File: config.mk
export PLATFORM = sky130hd
export DESIGN_NAME = dpram_port_arbiter
export DESIGN_NICKNAME = d
export VERILOG_FILES = /design/src/rtl/dpram_arb_pkg.sv /design/src/rtl/dpram_rd_tracker.sv /design/src/rtl/dpram_port_arbiter.sv
export SDC_FILE = /design/constraint.sdc
export NUM_CORES = 1
export LEC_CHECK = 0
export CAP_MARGIN = 20
export CORE_AREA = 10 10 76 78
export CTS_CLUSTER_DIAMETER = 60
export CTS_CLUSTER_SIZE = 24
export DETAILED_ROUTE_END_ITERATION = 8
export DIE_AREA = 0 0 86 88
export PLACE_DENSITY = 0.77
export SYNTH_ARGS = -nofsm -noshare
export SYNTH_HDL_FRONTEND = slang
export SYNTH_HIERARCHICAL = 1
export SYNTH_SLANG_ARGS = --single-unit
File: constraint.sdc
create_clock -name i_clk -period 3.5 [get_ports i_clk]
set_clock_uncertainty 0.05 [all_clocks]
set_input_delay 1.05 -clock i_clk [delete_from_list [all_inputs] [get_ports i_clk]]
set_output_delay 1.05 -clock i_clk [all_outputs]
set_load 0.005 [all_outputs]
File: src/rtl/dpram_arb_pkg.sv
// Shared types, limits and the hazard predicate for the dual-port RAM front-end arbiter.
package dpram_arb_pkg;

    localparam int MAX_READ_LATENCY = 4;
    localparam int REQ_ADDR_WIDTH   = 4;
    localparam int REQ_DATA_WIDTH   = 8;

    // Command bundle at the default RAM geometry.
    typedef struct packed {
        logic                      we;
        logic [REQ_ADDR_WIDTH-1:0] addr;
        logic [REQ_DATA_WIDTH-1:0] wdata;
    } req_t;

    // Same-address access where at least one side writes; read-read is harmless.
    function automatic logic addr_conflict(
        input logic valid0,
        input logic valid1,
        input logic we0,
        input logic we1,
        input logic same_addr
    );
        return valid0 & valid1 & same_addr & (we0 | we1);
    endfunction

endpackage

File: src/rtl/dpram_rd_tracker.sv
// Read-latency shift register: one flag per accepted read, emerging READ_LATENCY cycles later.
module dpram_rd_tracker
    import dpram_arb_pkg::*;
#(
    parameter int READ_LATENCY = 1
) (
    input  logic i_clk,
    input  logic i_rst_n,
    input  logic i_load,
    output logic o_valid
);

    // Out-of-range latencies are clamped into the supported 1..MAX window.
    localparam int DEPTH = (READ_LATENCY < 1) ? 1 :
                           (READ_LATENCY > MAX_READ_LATENCY) ? MAX_READ_LATENCY : READ_LATENCY;

    logic [DEPTH-1:0] rd_pipe;

    generate
        if (DEPTH == 1) begin : g_single
            always_ff @(posedge i_clk) begin
                if (!i_rst_n) rd_pipe <= '0;
                else          rd_pipe <= i_load;
            end
        end else begin : g_shift
            always_ff @(posedge i_clk) begin
                if (!i_rst_n) rd_pipe <= '0;
                else          rd_pipe <= {rd_pipe[DEPTH-2:0], i_load};
            end
        end
    endgenerate

    assign o_valid = rd_pipe[DEPTH-1];

endmodule

File: src/rtl/dpram_port_arbiter.sv
// Maps two requesters onto the two RAM ports, serialising same-address write hazards round-robin.
module dpram_port_arbiter
    import dpram_arb_pkg::*;
#(
    parameter int ADDR_WIDTH   = 4,
    parameter int DATA_WIDTH   = 8,
    parameter int READ_LATENCY = 1,
    parameter int CNT_WIDTH    = 16
) (
    input  logic                  i_clk,
    input  logic                  i_rst_n,
    input  logic                  i_req0_valid,
    output logic                  o_req0_ready,
    input  logic                  i_req0_we,
    input  logic [ADDR_WIDTH-1:0] i_req0_addr,
    input  logic [DATA_WIDTH-1:0] i_req0_wdata,
    output logic                  o_rsp0_valid,
    output logic [DATA_WIDTH-1:0] o_rsp0_rdata,
    input  logic                  i_req1_valid,
    output logic                  o_req1_ready,
    input  logic                  i_req1_we,
    input  logic [ADDR_WIDTH-1:0] i_req1_addr,
    input  logic [DATA_WIDTH-1:0] i_req1_wdata,
    output logic                  o_rsp1_valid,
    output logic [DATA_WIDTH-1:0] o_rsp1_rdata,
    output logic                  o_ram_ena,
    output logic                  o_ram_wea,
    output logic [ADDR_WIDTH-1:0] o_ram_addra,
    output logic [DATA_WIDTH-1:0] o_ram_dina,
    input  logic [DATA_WIDTH-1:0] i_ram_douta,
    output logic                  o_ram_enb,
    output logic                  o_ram_web,
    output logic [ADDR_WIDTH-1:0] o_ram_addrb,
    output logic [DATA_WIDTH-1:0] o_ram_dinb,
    input  logic [DATA_WIDTH-1:0] i_ram_doutb,
    output logic [CNT_WIDTH-1:0]  o_conflict_cnt
);

    // Handshake: a command transfers in any cycle where valid and ready are both high;
    // ready depends only on this cycle's inputs and rr, and responses have no backpressure.
    logic                 rr;
    logic                 conflict;
    logic                 accept0;
    logic                 accept1;
    logic [CNT_WIDTH-1:0] conflict_cnt;

    always_comb begin
        conflict     = addr_conflict(i_req0_valid, i_req1_valid, i_req0_we, i_req1_we,
                                     i_req0_addr == i_req1_addr);
        o_req0_ready = i_rst_n & (~conflict | ~rr);
        o_req1_ready = i_rst_n & (~conflict | rr);
        accept0      = i_req0_valid & o_req0_ready;
        accept1      = i_req1_valid & o_req1_ready;
    end

    assign o_ram_ena   = accept0;
    assign o_ram_wea   = accept0 & i_req0_we;
    assign o_ram_addra = i_req0_addr;
    assign o_ram_dina  = i_req0_wdata;
    assign o_ram_enb   = accept1;
    assign o_ram_web   = accept1 & i_req1_we;
    assign o_ram_addrb = i_req1_addr;
    assign o_ram_dinb  = i_req1_wdata;

    // The winner of a conflict is rr, so toggling hands priority to the loser.
    always_ff @(posedge i_clk) begin
        if (!i_rst_n) begin
            rr           <= 1'b0;
            conflict_cnt <= '0;
        end else if (conflict) begin
            rr <= ~rr;
            if (conflict_cnt != '1) conflict_cnt <= conflict_cnt + CNT_WIDTH'(1);
        end
    end

    assign o_conflict_cnt = conflict_cnt;

    dpram_rd_tracker #(.READ_LATENCY(READ_LATENCY)) u_trk0 (
        .i_clk   (i_clk),
        .i_rst_n (i_rst_n),
        .i_load  (accept0 & ~i_req0_we),
        .o_valid (o_rsp0_valid)
    );

    dpram_rd_tracker #(.READ_LATENCY(READ_LATENCY)) u_trk1 (
        .i_clk   (i_clk),
        .i_rst_n (i_rst_n),
        .i_load  (accept1 & ~i_req1_we),
        .o_valid (o_rsp1_valid)
    );

    assign o_rsp0_rdata = i_ram_douta;
    assign o_rsp1_rdata = i_ram_doutb;

endmodule

### After elaboration in Yosys (flattened, before gate mapping)

Cells that the tools add are included.

* output and inout bits: 64
* input bits: 46
* word-level logic and storage cells: 26
* register bits after elaboration: 19

* bitwise logic cells: 18
* add/subtract/negate cells: 1
* reduce and logical (&&, ||, !) cells: 1
* equal/unequal tests: 2

Operators with widths (count)
* 16-bit by 1-bit adder with 16-bit output (second input constant): 1
* 16-bit inequality test (second input constant): 1
* 1-bit bitwise AND: 11
* 4-bit equality test: 1
* 1-bit NOT: 4
* 1-bit bitwise OR: 3
* 2-bit AND reduction: 1

### Depth between registers and ports, before layout

Gate-level depths: netlist of the first run.

* depth after elaboration: 8
* mapped depth: 7
* mapped depth without buffers: 6

### Hierarchy

The synthesis of the first run kept the hierarchy.

By module, submodules not included
* dpram_port_arbiter: cells an instance 156, times used 1, seq. area each 340.3 sq um, area an instance 1260.0 sq um
* dpram_rd_tracker: cells an instance 2, times used 2, seq. area each 20.0 sq um, area an instance 26.3 sq um

### Worst setup path after synthesis of the first run

OpenSTA, ideal clock, no wires.

* kind: in2out
* start point: in i_req1_addr[1]
* end point: out o_ram_web
* path slack: 273 ps
* data arrival time: 2127 ps
* required time: 2400 ps
* stages on the path: 5
* cells stage by stage: xnor2_1 > o2111ai_1 > or2_2 > o21a_1 > and3_1

* word-level cells in the longest chain between the ends: 8

Ends and longest elaborated chain
* from (decl): RTL line dpram_port_arbiter.sv:22 `input logic [ADDR_WIDTH-1:0] i_req1_addr,`
* 4-bit equality test: RTL line dpram_port_arbiter.sv:49 `i_req0_addr == i_req1_addr);`
* 1-bit bitwise AND (2 in a row): RTL line dpram_arb_pkg.sv:23 `return valid0 & valid1 & same_addr & (we0 | we1);`
* 1-bit NOT: RTL line dpram_port_arbiter.sv:51 `o_req1_ready = i_rst_n & (~conflict | rr);`
* 1-bit bitwise OR: RTL line dpram_port_arbiter.sv:51
* 1-bit bitwise AND: RTL line dpram_port_arbiter.sv:51
* via o_req1_ready: RTL line dpram_port_arbiter.sv:20 `output logic o_req1_ready,`
* 1-bit bitwise AND: RTL line dpram_port_arbiter.sv:53 `accept1 = i_req1_valid & o_req1_ready;`
* 1-bit bitwise AND: RTL line dpram_port_arbiter.sv:61 `assign o_ram_web = accept1 & i_req1_we;`
* to (decl): RTL line dpram_port_arbiter.sv:32 `output logic o_ram_web,`

The timed path passes the listed nets, and every way through them passes these cells.

### Final worst setup path of the first run

* start point: in i_req0_addr[1]
* end point: out o_ram_web

* word-level cells in the longest chain between the ends: 8

Ends and longest elaborated chain
* from (decl): RTL line dpram_port_arbiter.sv:15 `input logic [ADDR_WIDTH-1:0] i_req0_addr,`
* 4-bit equality test: RTL line dpram_port_arbiter.sv:49
* 1-bit bitwise AND (2 in a row): RTL line dpram_arb_pkg.sv:23
* 1-bit NOT: RTL line dpram_port_arbiter.sv:51
* 1-bit bitwise OR: RTL line dpram_port_arbiter.sv:51
* 1-bit bitwise AND: RTL line dpram_port_arbiter.sv:51
* 1-bit bitwise AND: RTL line dpram_port_arbiter.sv:53
* 1-bit bitwise AND: RTL line dpram_port_arbiter.sv:61

No other way between the ends.

==> metrics.txt, run 1 <==
Max Cap Viol=0; PwrDens=263 nW/µm²; clock power share=0.356; critical path peak fanout=3; #FFs+latches synth=19; Vias per Instance=4.75; share of layout cells above drive strength 1=0.212; crit path DAT=2.33 ns; worst vdd ir=177 µV; Initial Utilization=0.306; per-cell routed wire length=14.3 µm; clock root buffer=clkbuf_8; # port buffers=45; status=complete, no violations; Final Hold Fails=0; measured slew at the worst slew-check pin=0.387 ns; Clock Path Buffers=2; HPWL after detailed placement=2.59 mm; final wirelength=3.38 mm; total grt overflow=0; post-synthesis cell area=1310 µm²; initial drt markers=21; area leader, netlist=dfxtp_1; Final Setup Violations=0; sw frac=0.238; Clock Latency Late Sink=0.26 ns; routed vias=1121; fin crit period=3.43 ns; # rows=24; Syn. warnings=6; final RePlAce weighted congestion=0.766; Ports=110; slew margin rel.=0.742; Yosys top cell area share=0.290; post-synthesis sequential area ratio=0.290; Setup crit start kind=input port; worst hold start=o_conflict_cnt[9]$_SDFFE_PN0P_; R2R Setup Slk=1.25 ns; Total Neg Setup Slack=0 ns; Min Hold Slack=0.445 ns; clk sink count=19; fraction of registers with async set or reset after synthesis=0; pins over their slew limit=0; Cells after Synth=160; Critical Path RT=2.40 ns; total CTS buffers=3; CP Capture Type=output pin; Clock transition at path regs=0.08 ns; total track usage=0.0840; Die H=88 µm; initial antenna violation count=0; sequential power share=0.492; vias in the first global route=1056; top post-synthesis cells by area=dfxtp_1, buf_4, xnor2_1; Post-synth EDFFs=0; synthesis-to-finish area growth=27.9%; ant diodes=0; H-Tree Depth=1; worst hold path class=register to register; DRC Markers=0; sw power=105 µW; logic gate share of total power=0.152; Mean Syn Cell Area=8.20 µm²; FMAX=0.292 GHz; die area=7570 µm²; post-layout net count=232; critical path type=input port to output pin; cts hold-fix bufs=0; Worst Setup SP=i_req0_addr[1]; antenna viol nets, final=0; CTS tree=done; global-route wire length before repair=5.20 mm; largest net degree at the start of global routing=15; synth unique cells=37; Post-synth top flop=dfxtp_1; Pint=337 µW; Reg-to-Reg Start=o_conflict_cnt[0]$_SDFFE_PN0P_; first-pass iteration count of the detailed router=4; Syn Nets=207; period utilisation layout=0.980; Die Span X=86 µm; Core Box Area=4290 µm²; Leakage Power=0.000642 µW
==> registers in the layout, summed over array words and instances, names as in the netlist <==
name and count:
o_conflict_cnt 16, u_trk1/o_valid 1, rr 1, u_trk0/o_valid 1
==> what timing repair did <==
item	CTS	global route
resized for setup	31	8
endpoints found under the hold margin	0	0
endpoints found under the setup margin	6	6
pin swaps	7	8
buffers inserted	3	1
==> metal layers <==
layer,wire (µm),GRT usage,vias up
met1,1310,0.0840,524
met3,234,0.0409,6
met2,1780,0.151,30
met5,0,0,-
li1,-,-,561
met4,59,0.0240,0
==> worst max-delay path: stages <==
cell and delay [ns]:
dlygate4sd2_1 0.27, xnor2_2 0.16, o2111ai_2 0.13, or2_4 0.28, o21a_1 0.18, and3_1 0.14, buf_2 0.12
==> worst paths after layout <==
check / to / cells past startpoint
min reg2reg: o_conflict_cnt[9]$_SDFFE_PN0P_ / 2
max reg2reg: o_conflict_cnt[5]$_SDFFE_PN0P_ / 6
max: o_ram_web / 7
min: o_conflict_cnt[9]$_SDFFE_PN0P_ / 2
==> kinds of logic (layout without fill, tap and decap cells) <==
logic type,after synthesis,count (layout),synth area share
AO/OA/AOI/OAI,25,25,0.121
XOR/XNOR,7,7,0.0467
adder cells (fa/ha/maj),1,1,0.00953
buffers and inverters,48,72,0.258
flip-flops,19,19,0.290
multiplexers,4,4,0.0305
AND/OR/NAND/NOR,56,56,0.244
==> layout make-up <==
type / count / area (µm²)
Clock buffer: 3 / 41.3
Timing Repair Buffer: 64 / 549
Fill cell: 455 / 2620
Multi-Input combinational cell: 93 / 621
Clock inverter: 1 / 7.51
Sequential cell: 19 / 380
Tap cell: 52 / 65.1
Inverter: 4 / 15.0
==> through the flow <==
step / area (µm²) / util / cells / power [µW] / setup slack, ns
after floorplan: 1310 / - / 160 / 277 / 0.273
after global placement: 1620 / 0.376 / 228 / 291 / -0.550
after detailed placement: 1620 / 0.376 / 228 / 292 / -0.590
after CTS: 1680 / 0.391 / 235 / 446 / 0.000711
after global routing: 1680 / 0.391 / 236 / 465 / -0.00297
final: 1680 / 0.391 / 236 / 442 / 0.0712
==> power by group through the flow <==
stage	Combinational [µW]	Sequential, µW	Clock, µW
after detailed placement	69.0	223	0
final	67.1	218	158
after global placement	68.5	223	0
after floorplan	54.2	223	0
after CTS	66.8	218	161
after global routing	72.5	218	174
==> cell usage after synthesis (4+ instances only) <==
master    number
dfxtp_1       19
o21ai_0        6
mux2i_1        4
and3_1         4
inv_1          4
nand3_1        6
buf_4         40
or3_1          5
nand4_1        4
and2_1         5
nand2_1       10
nand2b_1       4
xnor2_1        7
nor2_1         6
a21oi_1       10
==> cells in the final DEF, fill, tap and decap left out, drive strengths merged, types with 2 or more instances in the layout <==
master         instances
and4                   2
or2                    2
a211oi                 2
mux2i                  4
xnor2                  7
nand3                  6
nand3b                 2
nor2                   6
clkdlybuf4s50         27
inv                    4
dlygate4sd2           11
nand2b                 4
clkbuf                 7
and2                   5
or3                    5
nand2                 10
a21oi                 10
nand4                  4
dfxtp                 19
o21ai                  6
buf                   21
o2111ai                2
and3                   5
Note: power is estimated with default switching activity, not from simulation.
==> inputs of run 2 (changes only) <==
--- a/config.mk
+++ b/config.mk
@@ -6,12 +6,14 @@
 export NUM_CORES = 1
 export LEC_CHECK = 0
 export CAP_MARGIN = 20
-export CORE_AREA = 10 10 76 78
+export CORE_AREA = 10 10 75 77
+export CTS_BUF_LIST = sky130_fd_sc_hd__clkbuf_4 sky130_fd_sc_hd__clkbuf_8
 export CTS_CLUSTER_DIAMETER = 60
 export CTS_CLUSTER_SIZE = 24
 export DETAILED_ROUTE_END_ITERATION = 8
-export DIE_AREA = 0 0 86 88
-export PLACE_DENSITY = 0.77
+export DIE_AREA = 0 0 85 87
+export PLACE_DENSITY = 0.79
+export SKIP_LAST_GASP = 1
 export SYNTH_ARGS = -nofsm -noshare
 export SYNTH_HDL_FRONTEND = slang
 export SYNTH_HIERARCHICAL = 1
==> metrics.txt, run 2 (synthesized netlist as in run 1, its figures left out) <==
status=complete, no violations; largest net degree at the start of global routing=15 (unchanged); Core Box Area=4230 µm² (-1.4%); # port buffers=45 (unchanged); routed vias=1136 (+1.3%); Clock transition at path regs=0.07 ns (about the same); Clock Latency Late Sink=0.26 ns (about the same); antenna viol nets, final=0 (unchanged); crit path DAT=2.36 ns (+0.03 ns); slew margin rel.=0.760 (+0.0179); final RePlAce weighted congestion=0.823 (+7.3%); Final Hold Fails=0 (unchanged); critical path peak fanout=3 (unchanged); total grt overflow=0 (unchanged); Die H=87 µm (-1.1%); final wirelength=3.47 mm (+2.5%); fin crit period=3.46 ns (+0.0352 ns); CP Capture Type=output pin; first-pass iteration count of the detailed router=4 (unchanged); CTS tree=done; post-placement cell count=228 (unchanged); # rows=24 (unchanged); commonest non-fill, non-tap cell in the layout=clkdlybuf4s50_1; global-route wire length before repair=5.37 mm (+3.3%); measured slew at the worst slew-check pin=0.360 ns (-0.0268 ns); worst vdd ir=117 µV (-34%); initial drt markers=36 (+71%); worst hold path class=register to register; H-Tree Depth=1 (unchanged); worst-case reg-to-reg path depth=6 (unchanged); Final Setup Violations=0 (unchanged); share of layout cells above drive strength 1=0.179 (-0.0326); Clock Path Buffers=2 (unchanged); Ports=110 (unchanged); vias in the first global route=1107 (+4.8%); pins over their slew limit=0 (unchanged); Die Span X=85 µm (-1.2%); worst r2r dst=o_conflict_cnt[5]$_SDFFE_PN0P_; Reg-to-Reg Start=o_conflict_cnt[0]$_SDFFE_PN0P_; Critical Path RT=2.40 ns (about the same); die area=7400 µm² (-2.3%); clock root buffer=clkbuf_8; Worst Setup SP=i_req1_addr[1]; Vias per Instance=4.81 (+1.3%); total CTS buffers=3 (unchanged); synthesis-to-finish area growth=29.3%; FMAX=0.289 GHz (-1.0%); crit path to=o_ram_enb; HPWL after detailed placement=2.65 mm (+2.2%); PwrDens=259 nW/µm² (-1.5%); total track usage=0.0878 (+0.00376); RSZ-0062 raised after global routing=yes; R2R Setup Slk=1.25 ns (about the same); initial antenna violation count=0 (unchanged); post-layout net count=232 (unchanged); non-filler cells in the finished layout=236 (unchanged); max FFs per register=16 (unchanged); Leakage Power=0.000640 µW (-0.42%); period utilisation layout=0.990 (+0.0101); cts hold-fix bufs=0 (unchanged); clk sink count=19 (unchanged); ant diodes=0 (unchanged); Initial Utilization=0.310 (+0.00434); Min Hold Slack=0.456 ns (+0.0113 ns); worst hold start=o_conflict_cnt[15]$_SDFFE_PN0P_; Setup crit start kind=input port; DRC Markers=0 (unchanged); critical path type=input port to output pin; per-cell routed wire length=14.7 µm (+2.5%); leading cell types in the layout, fill and taps excluded=clkdlybuf4s50_1, dfxtp_1, buf_4; Max Cap Viol=0 (unchanged)
run 2: repair_timing:
| item | 4_1_cts | 5_1_grt |
|---|---|---|
| endpoints found under the hold margin | 0 | 0 |
| pin swaps | 7 | 8 |
| cloned | 0 | 0 |
| gates resized for setup | 29 | 5 |
| setup buffers | 2 | 2 |
| endpoints found under the setup margin | 6 | 6 |
run 2: worst min-delay path by stage:
stage | end | depth (start not counted)
3_5_place_dp | o_conflict_cnt[12]$_SDFFE_PN0P_ | 2
4_1_cts | o_conflict_cnt[5]$_SDFFE_PN0P_ | 2
2_1_floorplan | o_conflict_cnt[9]$_SDFFE_PN0P_ | 2
3_3_place_gp | o_conflict_cnt[9]$_SDFFE_PN0P_ | 2
5_1_grt | o_conflict_cnt[5]$_SDFFE_PN0P_ | 2
6_report | o_conflict_cnt[15]$_SDFFE_PN0P_ | 2
run 2: cell type report:
type	instances	area, µm²
Fill cell	416	2540
Multi-Input combinational cell	93	613
Timing Repair Buffer	64	577
Sequential cell	19	380
Tap cell	52	65.1
Clock buffer	3	41.3
Inverter	4	15.0
Clock inverter	1	5.00
run 2: power by group:
| group | total [µW] | internal, µW | switching, µW |
|---|---|---|---|
| registers | 218 | 217 | 0.702 |
| clock network | 155 | 79.2 | 75.5 |
| logic | 67.9 | 40.9 | 27.0 |
| total | 440 | 337 | 103 |
run 2: per-stage QoR:
stage | cell area [µm²] | TNS [ns] | worst slack, ns | total power [µW] | utilization
final | 1700 | 0 | 0.0360 | 440 | 0.401
after global routing | 1700 | -0.0942 | -0.0468 | 459 | 0.401
after CTS | 1680 | 0 | 0.0147 | 439 | 0.396
after detailed placement | 1620 | -3.04 | -0.588 | 291 | 0.382
after global placement | 1620 | -2.81 | -0.534 | 291 | 0.382
after floorplan | 1310 | 0 | 0.273 | 277 | -
run 2: metal layers:
| layer | global-route usage | part of all wire | vias to the layer above |
|---|---|---|---|
| li1 | - | - | 563 |
| met1 | 0.0893 | 0.38 | 546 |
| met2 | 0.154 | 0.53 | 23 |
| met4 | 0.0554 | 0.021 | 0 |
| met5 | 0 | 0 | - |
| met3 | 0.0262 | 0.063 | 4 |
run 2: critical path, stage by stage:
cell	delay, ns
clkdlybuf4s15_1	0.20
xnor2_1	0.19
o2111ai_2	0.13
or2_4	0.28
o211ai_1	0.22
inv_1	0.07
clkdlybuf4s15_1	0.22
